## src/rtl/sipo_deserializer.sv

```systemverilog
// Serial-in, parallel-out deserializer: strobed bits are assembled into WIDTH-bit words
// and handed to a held output register with a valid/acknowledge handshake.
module sipo_deserializer #(
  parameter int WIDTH     = 8,
  parameter bit MSB_FIRST = 1'b1
) (
  input  logic             clk,
  input  logic             R,
  input  logic             D,
  input  logic             E,
  input  logic             A,
  output logic [WIDTH-1:0] P,
  output logic             V,
  output logic             B,
  output logic             O
);

  localparam int CW = (WIDTH > 1) ? $clog2(WIDTH) : 1;
  localparam logic [CW-1:0] LAST_BIT = CW'(WIDTH - 1);

  logic [WIDTH-1:0] r_s;
  logic [CW-1:0]    r_c;
  logic [WIDTH-1:0] r_p;
  logic             r_v;
  logic             r_o;

  logic [WIDTH-1:0] w_s_shifted;
  logic [CW-1:0]    w_c_next;
  logic             w_last_bit;
  logic             w_complete;

  // Bit order only changes which end of the shift register the new bit enters.
  generate
    if (MSB_FIRST) begin : g_msb_first
      assign w_s_shifted = {r_s[WIDTH-2:0], D};
    end else begin : g_lsb_first
      assign w_s_shifted = {D, r_s[WIDTH-1:1]};
    end
  endgenerate

  assign w_last_bit = (r_c == LAST_BIT);
  assign w_c_next   = w_last_bit ? '0 : r_c + CW'(1);
  assign w_complete = E && w_last_bit;

  always_ff @(posedge clk) begin
    if (R) begin
      r_s <= '0;
      r_c <= '0;
      r_p <= '0;
      r_v <= 1'b0;
      r_o <= 1'b0;
    end else begin
      r_o <= 1'b0;
      if (E) begin
        r_s <= w_s_shifted;
        r_c <= w_c_next;
      end
      // A completing word replaces the held one only if the slot is empty or being consumed now.
      if (w_complete) begin
        if (!r_v || A) begin
          r_p <= w_s_shifted;
          r_v <= 1'b1;
        end else begin
          r_o <= 1'b1;
        end
      end else if (r_v && A) begin
        r_v <= 1'b0;
      end
    end
  end

  assign P = r_p;
  assign V = r_v;
  assign O = r_o;
  assign B = (r_c != '0);

endmodule

```

## config.mk

```make
export PLATFORM = sky130hd
export DESIGN_NAME = sipo_deserializer
export DESIGN_NICKNAME = d
export VERILOG_FILES = /design/src/rtl/sipo_deserializer.sv
export SDC_FILE = /design/constraint.sdc
export NUM_CORES = 1
export LEC_CHECK = 0
export CORE_AREA = 5 5 51 53
export CTS_CLUSTER_DIAMETER = 30
export DETAILED_ROUTE_END_ITERATION = 8
export DIE_AREA = 0 0 56 58
export PLACE_DENSITY_LB_ADDON = 0.2
export SLEW_MARGIN = 20
export SYNTH_ARGS = -nofsm -noshare
export SYNTH_HDL_FRONTEND = slang
export SYNTH_SLANG_ARGS = --single-unit
export TNS_END_PERCENT = 100
```

## constraint.sdc

```tcl
create_clock -name clk -period 1.13 [get_ports clk]
set_input_delay 0.1695 -clock clk [delete_from_list [all_inputs] [get_ports clk]]
set_output_delay 0.1695 -clock clk [all_outputs]
set_load 0.005 [all_outputs]
```

==> metrics.txt, run 1 <==
outcome=complete, but fails checks; failing checks=setup timing; CTS root buf=clkbuf_4; CP Class=register to register; Synth area leaders=dfxtp_1, mux2i_1, nand2b_1; Ant. Diodes=0; grt ovf=0; Worst slew margin=0.909; Post-CTS Hold Fix Bufs=0; Total Power=1250 uW; clock power share=0.328; pin count of the biggest net entering global routing=29; post-route cell area=around 1200 um^2; # IOs=16; final hold viol count=0; fmax=around 0.77 GHz; final-report max-slew violation count=0; syn_nets=91; Least-Margin Pin Slew=133 ps; Chip Width=around 56 um; Vias/cell=4.46; unrepaired setup endpoints after global routing=yes; setup violators final=13; min cycle time layout=1300 ps; Overall Global Routing Usage=0.0992; period utilization=1.15; Hold Crit Class=register to register; clk slew on worst S/H paths=110 ps; port bufs=15; Synth Register Bits=20; Post-synth EDFFs=0; Gate Count Post-Synth=just over 80; dpl hpwl=roughly 1 mm; maximum vdd ir drop=0.000770 V; Switch Pwr=~270 uW; fill count=198; die area=3250 um^2; number of global-route vias before repair=566; Crit Path Max Fanout=2; multi-input combinational cell area=457 um^2; post-synthesis sequential area ratio=0.464; dpl cell area=1140 um^2; nets=between 100 and 150; yosys warns=0; vias=615; total core area=approximately 2100 um^2; first-pass GRT wire length=approximately 2.5 mm; Post-DRT Antenna Nets=0; clk_skew=0.660 ps; setup ws final=-173 ps; Sink Count=20; initial core utilization=0.409; gpl congestion=0.731; Synth Area per Inst=10.4 um^2; Cell Int Power=around 980 uW; max cap viols=0; CTS H-Tree Depth=1; DRC violations left=0; cell area after synthesis=roughly 860 um^2; WL final=1.51 mm; type of origin of the critical path=register; setup TNS=-1720 ps; synth unique cells=17; CTS tree=yes; Reg power frac=0.580; area leader, netlist=dfxtp_1; crit path DAT=1530 ps; Die Y=58 um; Synth top area share=0.464; Async SR Flop Fraction=0; Gate power share=0.092; Lkg Pwr=0.000536 uW; crit end category=register; worst path required time=1360 ps; wire per inst=10.9 um; Area Growth Syn to Fin=41.9%; layout cells sized above 1=0.345; row cnt=17; Pwr Density=between 1000 and 1500 nW/um^2; Clk Latency, worst-skew pair=290 ps; count leader, synth=dfxtp_1; DR iter-0 viols=3; CTS buffer count=3; initial antenna violation count=0; register area=414 um^2; commonest cells in the netlist=dfxtp_1, nand2b_1, mux2i_1; Main synth FF type=dfxtp_1; sw frac=0.214; Clock Tree Buf Depth=2; Pre-Repair DR Iteration Count=2
worst max-delay path: stages, from the launching register on:
cell,delay (ps)
dfxtp_2,350
buf_6,100
ha_4,130
ha_4,140
nand2_4,60
buf_4,140
buf_6,100
buf_6,110
a21oi_2,120
repair_timing:
action	in CTS	in global routing
setup endpoints to repair	22	14
hold endpoints to repair	0	0
setup buffers	5	2
resized for setup	29	2
pin swaps	3	2
placed cells by master (no fill, tap or decap), types with 2 or more instances in the layout:
cell type        synthesis  routed
inv_1                    3       3
dlygate4sd2_1            0      10
clkdlybuf4s50_1          0       4
mux2i_1                 16      16
dfxtp_2                  0      11
buf_12                   0       2
ha_4                     0       2
nand2b_1                17      17
buf_4                    1       7
clkbuf_4                 0       3
a21oi_1                  3       2
dfxtp_1                 20       9
nor2_1                   9       9
buf_6                    2       4
per-layer routing:
layer | share of wire | global-route usage | up-vias
li1 | - | - | 323
met2 | 0.51 | 0.164 | 9
met4 | 0 | 0.0305 | 0
met3 | 0.033 | 0.0423 | 0
met5 | 0 | 0 | -
met1 | 0.46 | 0.117 | 283
final timing paths:
check | endpoint | from | cells past startpoint | slack, ps
worst max-delay path | V | r_c[1] | 8 | -170
worst max register to register | V | r_c[1] | 8 | -170
worst min-delay path | P[1] | P[1] | 2 | 470
worst min register to register | P[1] | P[1] | 2 | 470
state kept, by name, indices dropped and copies added, names as in the netlist:
register	count
r_s	7
O	1
P	8
V	1
r_c	3
area by class of cell:
class                   instances  share of cell area
multi-input cells              55               0.373
inverters                       3             0.00920
clock buffers                   4              0.0297
well taps                      28              0.0286
flip-flops and latches         20               0.338
repair buffers                 28               0.221
cells by family after synthesis:
logic type                 count (synthesis)  synth area share
buffers and inverters                      8            0.0595
AOI/OAI and AO/OA                          3            0.0174
adders and majority gates                  3            0.0435
muxes                                     16             0.186
and+or+nand+nor                           33             0.229
DFF                                       20             0.464
stage by stage:
| stage | hold WS [ps] | util | instances | setup slack [ps] |
|---|---|---|---|---|
| final | 473 | 0.581 | 138 | -173 |
| after global routing | 451 | 0.581 | 138 | -249 |
| after CTS | 467 | 0.571 | 136 | -165 |
| after detailed placement | 459 | 0.540 | 129 | -216 |
| after global placement | 460 | 0.540 | 129 | -171 |
| after floorplan | 317 | - | 83 | 4.63 |
power by group through the flow:
stage               combinational (uW)  sequential, uW  clock (uW)
floorplan                         63.5             740           0
global placement                   118             740           0
detailed placement                 119             740           0
CTS                                116             723         420
global route                       126             724         459
finish                             115             723         408
Note: power is estimated with default switching activity, not from simulation.
==> run 2: changes to the inputs <==
--- a/config.mk
+++ b/config.mk
@@ -9,6 +9,7 @@
 export CTS_CLUSTER_DIAMETER = 30
 export DETAILED_ROUTE_END_ITERATION = 8
 export DIE_AREA = 0 0 56 58
+export GPL_TIMING_DRIVEN = 0
 export PLACE_DENSITY_LB_ADDON = 0.2
 export SLEW_MARGIN = 20
 export SYNTH_ARGS = -nofsm -noshare
==> run 2 against run 1 <==
Net effect:
- the run still ends with setup timing left
- hold slack got worse by 240 ps
- sequential power barely moved
- sequential share of layout area grew 1.0 points
- core utilization shrank 1.8 points
==> metrics.txt, run 2 (synthesis results as in run 1) <==
Lkg Pwr=0.000521 uW; Reg power frac=0.621; final core utilization=0.563; Post-CTS Hold Fix Bufs=0; maximum vdd ir drop=0.000673 V; Die Y=58 um; r2r startpoint=r_c[1]; type of origin of the critical path=register; outcome=complete, but fails checks; clk_skew=1.11 ps; period utilization=1.16; wire per inst=11.4 um; die area=3250 um^2; Hold Crit Class=primary input to register; CTS H-Tree Depth=1; clk slew on worst S/H paths=100 ps; grt ovf=0; nets=118; first-pass GRT wire length=2.70 mm; layout cells sized above 1=0.343; gpl congestion=around 0.67; number of global-route vias before repair=667; sw frac=0.220; Crit Path Max Fanout=8; Clock Tree Buf Depth=2; Cells after DPL=125; setup TNS=-1570 ps; Ant. Diodes=0; Worst R2R Setup Slack=-180 ps; crit end category=register; post-route cell area=1180 um^2; CP Class=register to register; worst setup path endpoint=P[2]; fin cells=136; Switch Pwr=256 uW; Pre-Repair DR Iteration Count=4; dpl cell area=1070 um^2; Pwr Density=983 nW/um^2; CTS root buf=clkbuf_4; initial core utilization=0.409; DRC violations left=0; DR iter-0 viols=3; CTS buffer count=3; Clk Latency, worst-skew pair=290 ps; crit path DAT=1520 ps; Post-DRT Antenna Nets=0; Worst slew margin=0.878; Area Growth Syn to Fin=37.4%; initial antenna violation count=0; min cycle time layout=~1300 ps; fill count=183; final-report max-slew violation count=0; multi-input combinational cell area=about 470 um^2; most frequent cells in the layout=nand2b_1, mux2i_1, dfxtp_1, dfxtp_2, dlygate4sd2_1; max FFs per register=8; unrepaired setup endpoints after global routing=yes; Sink Count=20; clock power share=0.273; failing checks=setup timing; WL final=about 1.5 mm; Vias/cell=4.46; register area=413 um^2; fmax=about 0.77 GHz; Gate power share=0.106; total core area=2110 um^2; max cap viols=0; # IOs=16; Cell Int Power=909 uW; Overall Global Routing Usage=0.105; Least-Margin Pin Slew=183 ps; vias=approximately 610; Total Power=1170 uW; worst path required time=roughly 1400 ps; commonest non-fill, non-tap cell in the layout=nand2b_1; port bufs=14; pin count of the biggest net entering global routing=11; final hold viol count=0; row cnt=17; Chip Width=56 um; setup violators final=10; dpl hpwl=1.05 mm; crit path launch=r_c[1]; worst r2r path cells=7; worst r2r dst=P[2]; setup ws final=-177 ps; CTS tree=yes
run 2: cell types whose count changed in the layout (fill, tap and decap cells not counted), sizes merged:
cell and change:
clkdlybuf4s50 -1, clkbuf -1
run 2: layout make-up:
class / count / share of cell area
multi-input cells: 55 / 0.394
flip-flops and latches: 20 / 0.348
repair buffers: 22 / 0.161
plain buffers: 5 / 0.0370
well taps: 28 / 0.0296
clock buffers: 3 / 0.0190
inverters: 3 / 0.0116
run 2: repair_timing:
action                     CTS  global route
setup buffers                6             3
resized for setup           25             7
pin swaps                    1             4
setup endpoints to repair   19            13
run 2: worst min path at each step:
stage               from      to  slack [ps]  cells past startpoint
finish                 R    P[4]         230                      3
global route           R    P[4]         240                      3
CTS                    R    P[4]         230                      3
detailed placement  P[3]    P[3]         460                      2
global placement    P[7]    P[7]         460                      2
floorplan              D  r_s[0]         320                      2
run 2: per-stage QoR:
stage	worst slack, ps	hold WS, ps
finish	-177	229
global route	-256	240
CTS	-174	227
detailed placement	-217	461
global placement	-199	459
floorplan	4.63	317
run 2: per-layer routing:
metal / part of all wire / GRT usage
met5: 0 / 0
met4: 0.0084 / 0.0678
met3: 0.028 / 0.0223
met2: 0.53 / 0.204
met1: 0.43 / 0.100
run 2: power by group through the flow:
stage / Sequential [uW] / Clock [uW] / Combinational (uW)
after floorplan: 740 / 0 / 63.5
after global placement: 742 / 0 / 95.5
after detailed placement: 742 / 0 / 96.3
after CTS: 723 / 340 / 110
after global routing: 725 / 362 / 137
final: 723 / 318 / 124
run 2: critical path, cell delays in order, from the launching register on:
cell and delay, ps:
dfxtp_2 350, buf_6 100, ha_4 130, ha_4 140, nand2_4 50, nor2b_4 120
buf_8 140, mux2i_1 190
==> run 3: changes to the inputs <==
--- a/config.mk
+++ b/config.mk
@@ -5,10 +5,10 @@
 export SDC_FILE = /design/constraint.sdc
 export NUM_CORES = 1
 export LEC_CHECK = 0
-export CORE_AREA = 5 5 51 53
+export CORE_AREA = 2 2 48 50
 export CTS_CLUSTER_DIAMETER = 30
 export DETAILED_ROUTE_END_ITERATION = 8
-export DIE_AREA = 0 0 56 58
+export DIE_AREA = 0 0 50 52
 export GPL_TIMING_DRIVEN = 0
 export PLACE_DENSITY_LB_ADDON = 0.2
 export SLEW_MARGIN = 20
==> run 3 against run 2 <==
Net effect:
- the flow still finishes with violations (setup timing)
- sequential share of layout area hardly changed
- worst setup slack better by 12 ps
- final area rose by 0.42%
- via count is 1.3% higher
- register-to-register slack about the same
- non-clock buffer count is 1 higher
- flip-flop and latch count is the same
- core utilization is 0.24 points higher
- clock-buffer cell count increased by 1
- critical path depth unchanged
==> metrics.txt, run 3 (synthesis results as in run 1) <==
setup ws final=-165 ps; setup violators final=13; vias=between 600 and 700; Pwr Density=1040 nW/um^2; CP max-delay cell=dfxtp_2; critical path's top delay family=flip-flops; grt ovf=0; Sink Count=20; CTS root buf=clkbuf_4; Hold Crit Class=primary input to register; Chip Width=50 um; failing checks=setup timing; commonest non-fill, non-tap cell in the layout=nand2b_1; max cap viols=0; period utilization=1.15; Vias/cell=4.45; fmax=0.772 GHz; die area=2600 um^2; Clock Tree Buf Depth=2; crit path DAT=about 1500 ps; Worst slew margin=0.884; port bufs=14; crit end category=register; Die Y=52 um; WL final=1.47 mm; fin cells=138; CP most frequent cell=ha_4; layout cells sized above 1=0.336; nets=around 120; CTS buffer count=3; worst-path cell chain=buf_6, ha_4, ha_4, nand2_4, nor2b_4, buf_8, mux2i_1; type of origin of the critical path=register; final hold viol count=0; Buf/Inv on CP=2; maximum vdd ir drop=0.000716 V; setup TNS=-1610 ps; outcome=complete, but fails checks; pin count of the biggest net entering global routing=12; max FFs per register=8; DRC violations left=0; Clk Latency, worst-skew pair=290 ps; Post-DRT Antenna Nets=0; first-pass GRT wire length=2.44 mm; Lkg Pwr=0.000544 uW; total core area=2110 um^2; wire per inst=10.6 um; Largest stage delay, worst path=350 ps; number of global-route vias before repair=550; dpl hpwl=slightly below 1 mm; min cycle time layout=around 1300 ps; Total Power=1240 uW; final-report max-slew violation count=0; DR iter-0 viols=8; Crit Path Max Fanout=8; row cnt=17; Area Growth Syn to Fin=38.0%; CTS H-Tree Depth=1; Overall Global Routing Usage=0.125; Cells after DPL=125; worst path required time=1350 ps; initial core utilization=0.409; Ant. Diodes=0; initial antenna violation count=0; Post-CTS Hold Fix Bufs=0; unrepaired setup endpoints after global routing=yes; most frequent cells in the layout=nand2b_1, mux2i_1, dfxtp_2; clk_skew=~1.8 ps; gpl congestion=0.682; CP Class=register to register; clk slew on worst S/H paths=110 ps; CTS tree=yes; # IOs=16; Least-Margin Pin Slew=174 ps; Pre-Repair DR Iteration Count=3
-- run 3: timing repair --
item | 4_1_cts | 5_1_grt
setup endpoints to repair | 19 | 15
buffers inserted | 8 | 1
pin swaps | 2 | 0
gates resized for setup | 27 | 1
-- run 3: through the flow --
stage               cell area, um^2  hold WS (ps)   util  setup WS (ps)
floorplan                       895           317      -           4.63
global placement               1070           459  0.508           -199
detailed placement             1070           460  0.508           -204
CTS                            1180           219  0.560           -170
global route                   1190           239  0.565           -250
finish                         1190           226  0.565           -165
-- run 3: worst reg2reg max path, delay by kind of cell (launching register included) --
kind | cells | cell delay [ps]
and+or+nand+nor | 2 | 170
muxes | 1 | 200
adders and majority gates | 2 | 270
DFF | 1 | 350
buffers and inverters | 2 | 240
-- run 3: area by class of cell --
type	instances	area, um^2
clock buffer	4	36.3
sequential	20	414
inverter	3	11.3
fill	192	916
tap	28	35.0
buffer	5	43.8
multi-input combinational	55	448
timing repair buffer	23	201
-- run 3: final timing paths --
path	start	to	slack [ps]	cells after the start
worst max-delay path	r_c[0]	P[0]	-170	7
worst min-delay path	R	P[1]	230	3
worst max register to register	r_c[0]	P[0]	-170	7
worst min register to register	P[4]	P[4]	470	2
-- run 3: report_power, final --
part | internal (uW) | switching, uW | leakage (uW) | total [uW]
clock network | 196 | 209 | 0.0000210 | 405
logic | 63.5 | 48.1 | 0.000355 | 112
registers | 715 | 7.77 | 0.000167 | 723
total | 975 | 265 | 0.000544 | 1240
-- run 3: layer usage --
layer  wire, um  vias up  track usage
met5          0        -            0
li1           -      322            -
met4         13        0       0.0417
met3         39        2       0.0345
met1        685      283        0.159
met2        730        7        0.204
==> RTL edit 1, RTL diff (flow settings as in run 1) <==
Set the parameter `WIDTH` to 4 (it was 8).
--- a/src/rtl/sipo_deserializer.sv
+++ b/src/rtl/sipo_deserializer.sv
@@ -3,3 +3,3 @@
 module sipo_deserializer #(
-  parameter int WIDTH     = 8,
+  parameter int WIDTH     = 4,
   parameter bit MSB_FIRST = 1'b1
Interface: changed (resized P); port bits go from 16 to 12. The function was not compared with the original's and may differ.
==> RTL edit 1 against run 1 <==
- wire length shrank 43%
- first-iteration DRC count grew 67%
- sequential power shrank 44%
- area after synthesis shrank 43%
- setup slack gained 210 ps
- design area shrank 43%
- total power shrank 38%
- sequential cell count shrank 9
- utilization shrank 25 points
==> RTL edit 1: results (changes against run 1) <==
mux share of post-synthesis cell area=18.2% (was 18.6%); post-CTS setup buffer count=0 (was 5); count of non-filler cells in the finished layout=94 (was 138); CTS Root Buffer Type=clkbuf_4 (unchanged); outcome=finished, final reports clean (was finished with violations); Max Fanout on Critical Path=4 (was 2); Overall Global Routing Usage=5.99% (was 9.92%); DRT iter0 DRCs=5 (was 3); final wirelength=853 um (was 1510 um); Antenna diodes=0 (unchanged); Worst path top cell family by delay=flip-flops (was buffers and inverters); Pleak=0.320 nW (was 0.536 nW); WL met1=380 um (was 695 um); Async SR Flop Fraction=0% (unchanged); Register-to-Register Path Depth=5 (was 8); # fillers=225 (was 198); clock skew=1.87 ps (was 0.660 ps); syn nets=54 (was 91); global-route wire length before repair=1400 um (was 2520 um); Skew-Pair Late Insertion Delay=260 ps (was 290 ps); VDD IR-drop max=0.599 mV (was 0.770 mV); metal2 WL=395 um (was 762 um); Synth area leaders=dfxtp_1 (44%), mux2i_1 (18%), nand2b_1 (10%), ha_1 (5.1%), buf_6 (4.5%) (was dfxtp_1 (46%), mux2i_1 (19%), nand2b_1 (12%), ha_1 (4.4%), nor2_1 (3.9%)); worst slew pin tran=169 ps (was 133 ps); register-to-register setup slack=40 ps (was -170 ps); Synth Area in Adders=5.05% (was 4.35%); Vias=359 (was 615); Arrival @ worst endpoint=1290 ps (was 1530 ps); DR WL met3=62 um (was 49 um); sequential share of the synthesized area=44.4% (was 46.4%); fraction of layout cells with a size suffix above 1=31.8% (was 34.5%); Placed Cells=90 (was 129); Hold/Removal Path Class=reg2reg (unchanged); met2 Usage GRT=8.18% (was 16.4%); Clock transition at path regs=70 ps (was 110 ps); post-synthesis xor/xnor area fraction=0% (unchanged); Avg Inst Size Synth=10.5 um^2 (was 10.4 um^2); H-tree level count=1 (unchanged); compound-gate portion of the synthesized area=1.01% (was 1.74%); met1 Track Usage GR=6.68% (was 11.7%); yosys warns=0 (unchanged); highest metal used=met4 (was met3); worst stage delay on the critical path=320 ps (was 350 ps); Placed Area=666 um^2 (was 1140 um^2); routability cong.=0.672 (was 0.731); CTS buffer count=3 (unchanged); Crit-path slowest cell=dfxtp_2 (unchanged); number of library cell types mapped by synthesis=13 (was 17); nets@finish=74 (was 119); number of flip-flops in the largest register=4 (was 8); largest net degree at the start of global routing=10 (was 29); Post-DP HPWL=674 um (was 1020 um); final hold viol count=0 (unchanged); grt met3 use=4.68% (was 4.23%); IO Port Bufs=11 (was 15); most instantiated cells after synthesis=dfxtp_1 (11), mux2i_1 (9), nand2b_1 (8) (was dfxtp_1 (20), nand2b_1 (17), mux2i_1 (16)); vias in the first global route=317 (was 566)
[RTL edit 1: changes by cell type after synthesis, sizes merged]
cell	run 1	this run
ha	3	2
buf	5	3
mux2i	16	9
nor2	9	6
nand2	2	1
nand2b	18	9
nor3b	1	0
dfxtp	20	11
a21oi	3	1
nand3b	1	0
[RTL edit 1: worst reg2reg max path, stage by stage, from the launching register on]
cell,delay (ps)
dfxtp_2,320
buf_4,120
ha_4,140
nand2_4,60
nor2b_4,190
mux2i_1,190
[RTL edit 1: kinds of logic after synthesis]
group,after synthesis
buffers and inverters,6
multiplexers,9
flip-flops,11
AO/OA/AOI/OAI,1
adder cells (fa/ha/maj),2
AND/OR/NAND/NOR,18
[RTL edit 1: metrics by stage]
stage	setup slack, ps	hold slack, ps
after floorplan	71.9	317
after global placement	-112	472
after detailed placement	-130	471
after CTS	14.9	481
after global routing	-41.3	501
final	35.4	473
[RTL edit 1: power by group]
part | internal [mW] | leakage [nW] | total (mW) | switching (mW)
sequential | 0.400 | 0.0915 | 0.407 | 0.00640
combinational | 0.0588 | 0.214 | 0.101 | 0.0419
clock | 0.137 | 0.0150 | 0.264 | 0.127
[RTL edit 1: cell type report]
type / instances / area (um^2) / share of cell area [%]
multi-input cells: 30 / 251 / 35.9
flip-flops and latches: 11 / 226 / 32.3
repair buffers: 18 / 150 / 21.4
well taps: 28 / 35.0 / 5.00
clock buffers: 4 / 26.3 / 3.75
inverters: 3 / 11.3 / 1.61
[RTL edit 1: path summary, 6_finish.rpt]
check | from | end
min reg2reg | P[3] | P[3]
max reg2reg | r_c[0] | P[0]
min | P[3] | P[3]
max | r_c[0] | P[0]
[RTL edit 1: what timing repair did]
action	4_1_cts	5_1_grt
cloned	0	0
gates resized for setup	17	1
endpoints found under the setup margin	11	5
==> RTL edit 2, RTL diff (flow settings as in run 1) <==
Without the edit above. Put one more register stage on the output `O`. The value now appears one clock later. The other outputs are not delayed to match.
--- a/src/rtl/sipo_deserializer.sv
+++ b/src/rtl/sipo_deserializer.sv
@@ -73,3 +73,5 @@
   assign V = r_v;
-  assign O = r_o;
+  always_ff @(posedge clk) begin
+    O <= r_o;
+  end
   assign B = (r_c != '0);
Function: same outputs for any inputs over 10 cycles, from zero or initial values; that may be too few to reach the edited logic, so the function may still have changed.
==> RTL edit 2 against run 1 <==
- the flow still finishes with violations (setup timing)
- total power is 0.53% lower
- wire length rose by 3.5%
- first-iteration DRC count up 33%
- die area unchanged
- setup slack better by 3.3 ps
- sequential power is 5.0% higher
- sequential share of layout area rose by 0.69 points
- sequential cell count rose by 1
- fmax grew 0.25%
- area after synthesis increased by 2.3%
- synthesized cell count up 1.2%
- design area grew 2.5%
- critical path type unchanged
==> RTL edit 2: results (changes against run 1) <==
cts repair resizes=26 (was 29); clock-cell share of area=2.10% (was 2.97%); Critical Path End=P[0] (was V); final wirelength=1560 um (was 1510 um); failing checks=setup timing (unchanged); mux share of post-synthesis cell area=18.2% (was 18.6%); dpl ws=-203 ps (was -216 ps); Post-DP HPWL=1040 um (was 1020 um); CTS sink cnt=21 (was 20); WL met1=743 um (was 695 um); post-CTS setup buffer count=7 (was 5); clock skew=3.38 ps (was 0.660 ps); Overall Global Routing Usage=10.2% (was 9.92%); met2 Usage GRT=17.4% (was 16.4%); Crit Reg-Reg Endpoint=P[0] (was V); initial antenna violation count=0 (unchanged); global-route wire length before repair=2600 um (was 2520 um); compound-gate portion of the synthesized area=1.70% (was 1.74%); most instantiated cells after synthesis=dfxtp_1 (21), nand2b_1 (17), mux2i_1 (16) (was dfxtp_1 (20), nand2b_1 (17), mux2i_1 (16)); routability cong.=0.708 (was 0.731); setup ws final=-170 ps (was -173 ps); Placed Cells=130 (was 129); grt met3 use=2.00% (was 4.23%); endpoints failing setup=11 (was 13); syn nets=92 (was 91); worst r2r src=r_c[0] (was r_c[1]); largest net degree at the start of global routing=29 (unchanged); vias in the first global route=617 (was 566); # fillers=192 (was 198); Pleak=0.550 nW (was 0.536 nW); router iterations before antenna repair=3 (was 2); Avg Inst Size Synth=10.5 um^2 (was 10.4 um^2); outcome=finished with violations (unchanged); sequential share of the synthesized area=47.7% (was 46.4%); bufs w/o clock=30 (was 28); VDD IR-drop max=0.706 mV (was 0.770 mV); Synth Area in Adders=4.26% (was 4.35%); Max Fanout on Critical Path=8 (was 2); NonClk Buf Share=22.5% (was 22.1%); fraction of layout cells with a size suffix above 1=34.5% (about the same); Hold Slack=343 ps (was 473 ps); highest metal used=met4 (was met3); DR WL met3=51 um (was 49 um); combined flip-flop and latch cell area=433 um^2 (was 414 um^2); nets@finish=122 (was 119); Synth area leaders=dfxtp_1 (48%), mux2i_1 (18%), nand2b_1 (12%), ha_1 (4.3%), nor2_1 (3.8%) (was dfxtp_1 (46%), mux2i_1 (19%), nand2b_1 (12%), ha_1 (4.4%), nor2_1 (3.9%)); Slew headroom=90.2% (was 90.9%); TNS Setup=-1580 ps (was -1720 ps); share of power burned in registers=61.3% (was 58.0%); Via density=4.40 (was 4.46); internal power=962 uW (was 979 uW); area of the multi-input gates=467 um^2 (was 457 um^2)
-- RTL edit 2: changes by cell type after synthesis --
cell     before  now
dfxtp_1      20   21
-- RTL edit 2: metrics by stage --
step / cell area [um^2] / power (mW)
4_1_cts: 1220 / 1.24
2_1_floorplan: 915 / 0.840
6_report: 1250 / 1.24
5_1_grt: 1250 / 1.30
3_5_place_dp: 1140 / 0.889
3_3_place_gp: 1140 / 0.887
-- RTL edit 2: kinds of logic after synthesis --
kind of cell | Yosys count
fa+ha+maj | 3
compound gates | 3
mux | 16
buf+inv | 8
simple gates | 33
flops | 21
-- RTL edit 2: how the worst min path moves through the flow --
| stage | start | endpoint | cells after the start |
|---|---|---|---|
| 3_3_place_gp | r_o | O | 0 |
| 3_5_place_dp | r_o | O | 0 |
| 5_1_grt | r_o | O | 0 |
| 4_1_cts | r_o | O | 0 |
| 6_report | r_o | O | 0 |
| 2_1_floorplan | r_o | O | 0 |
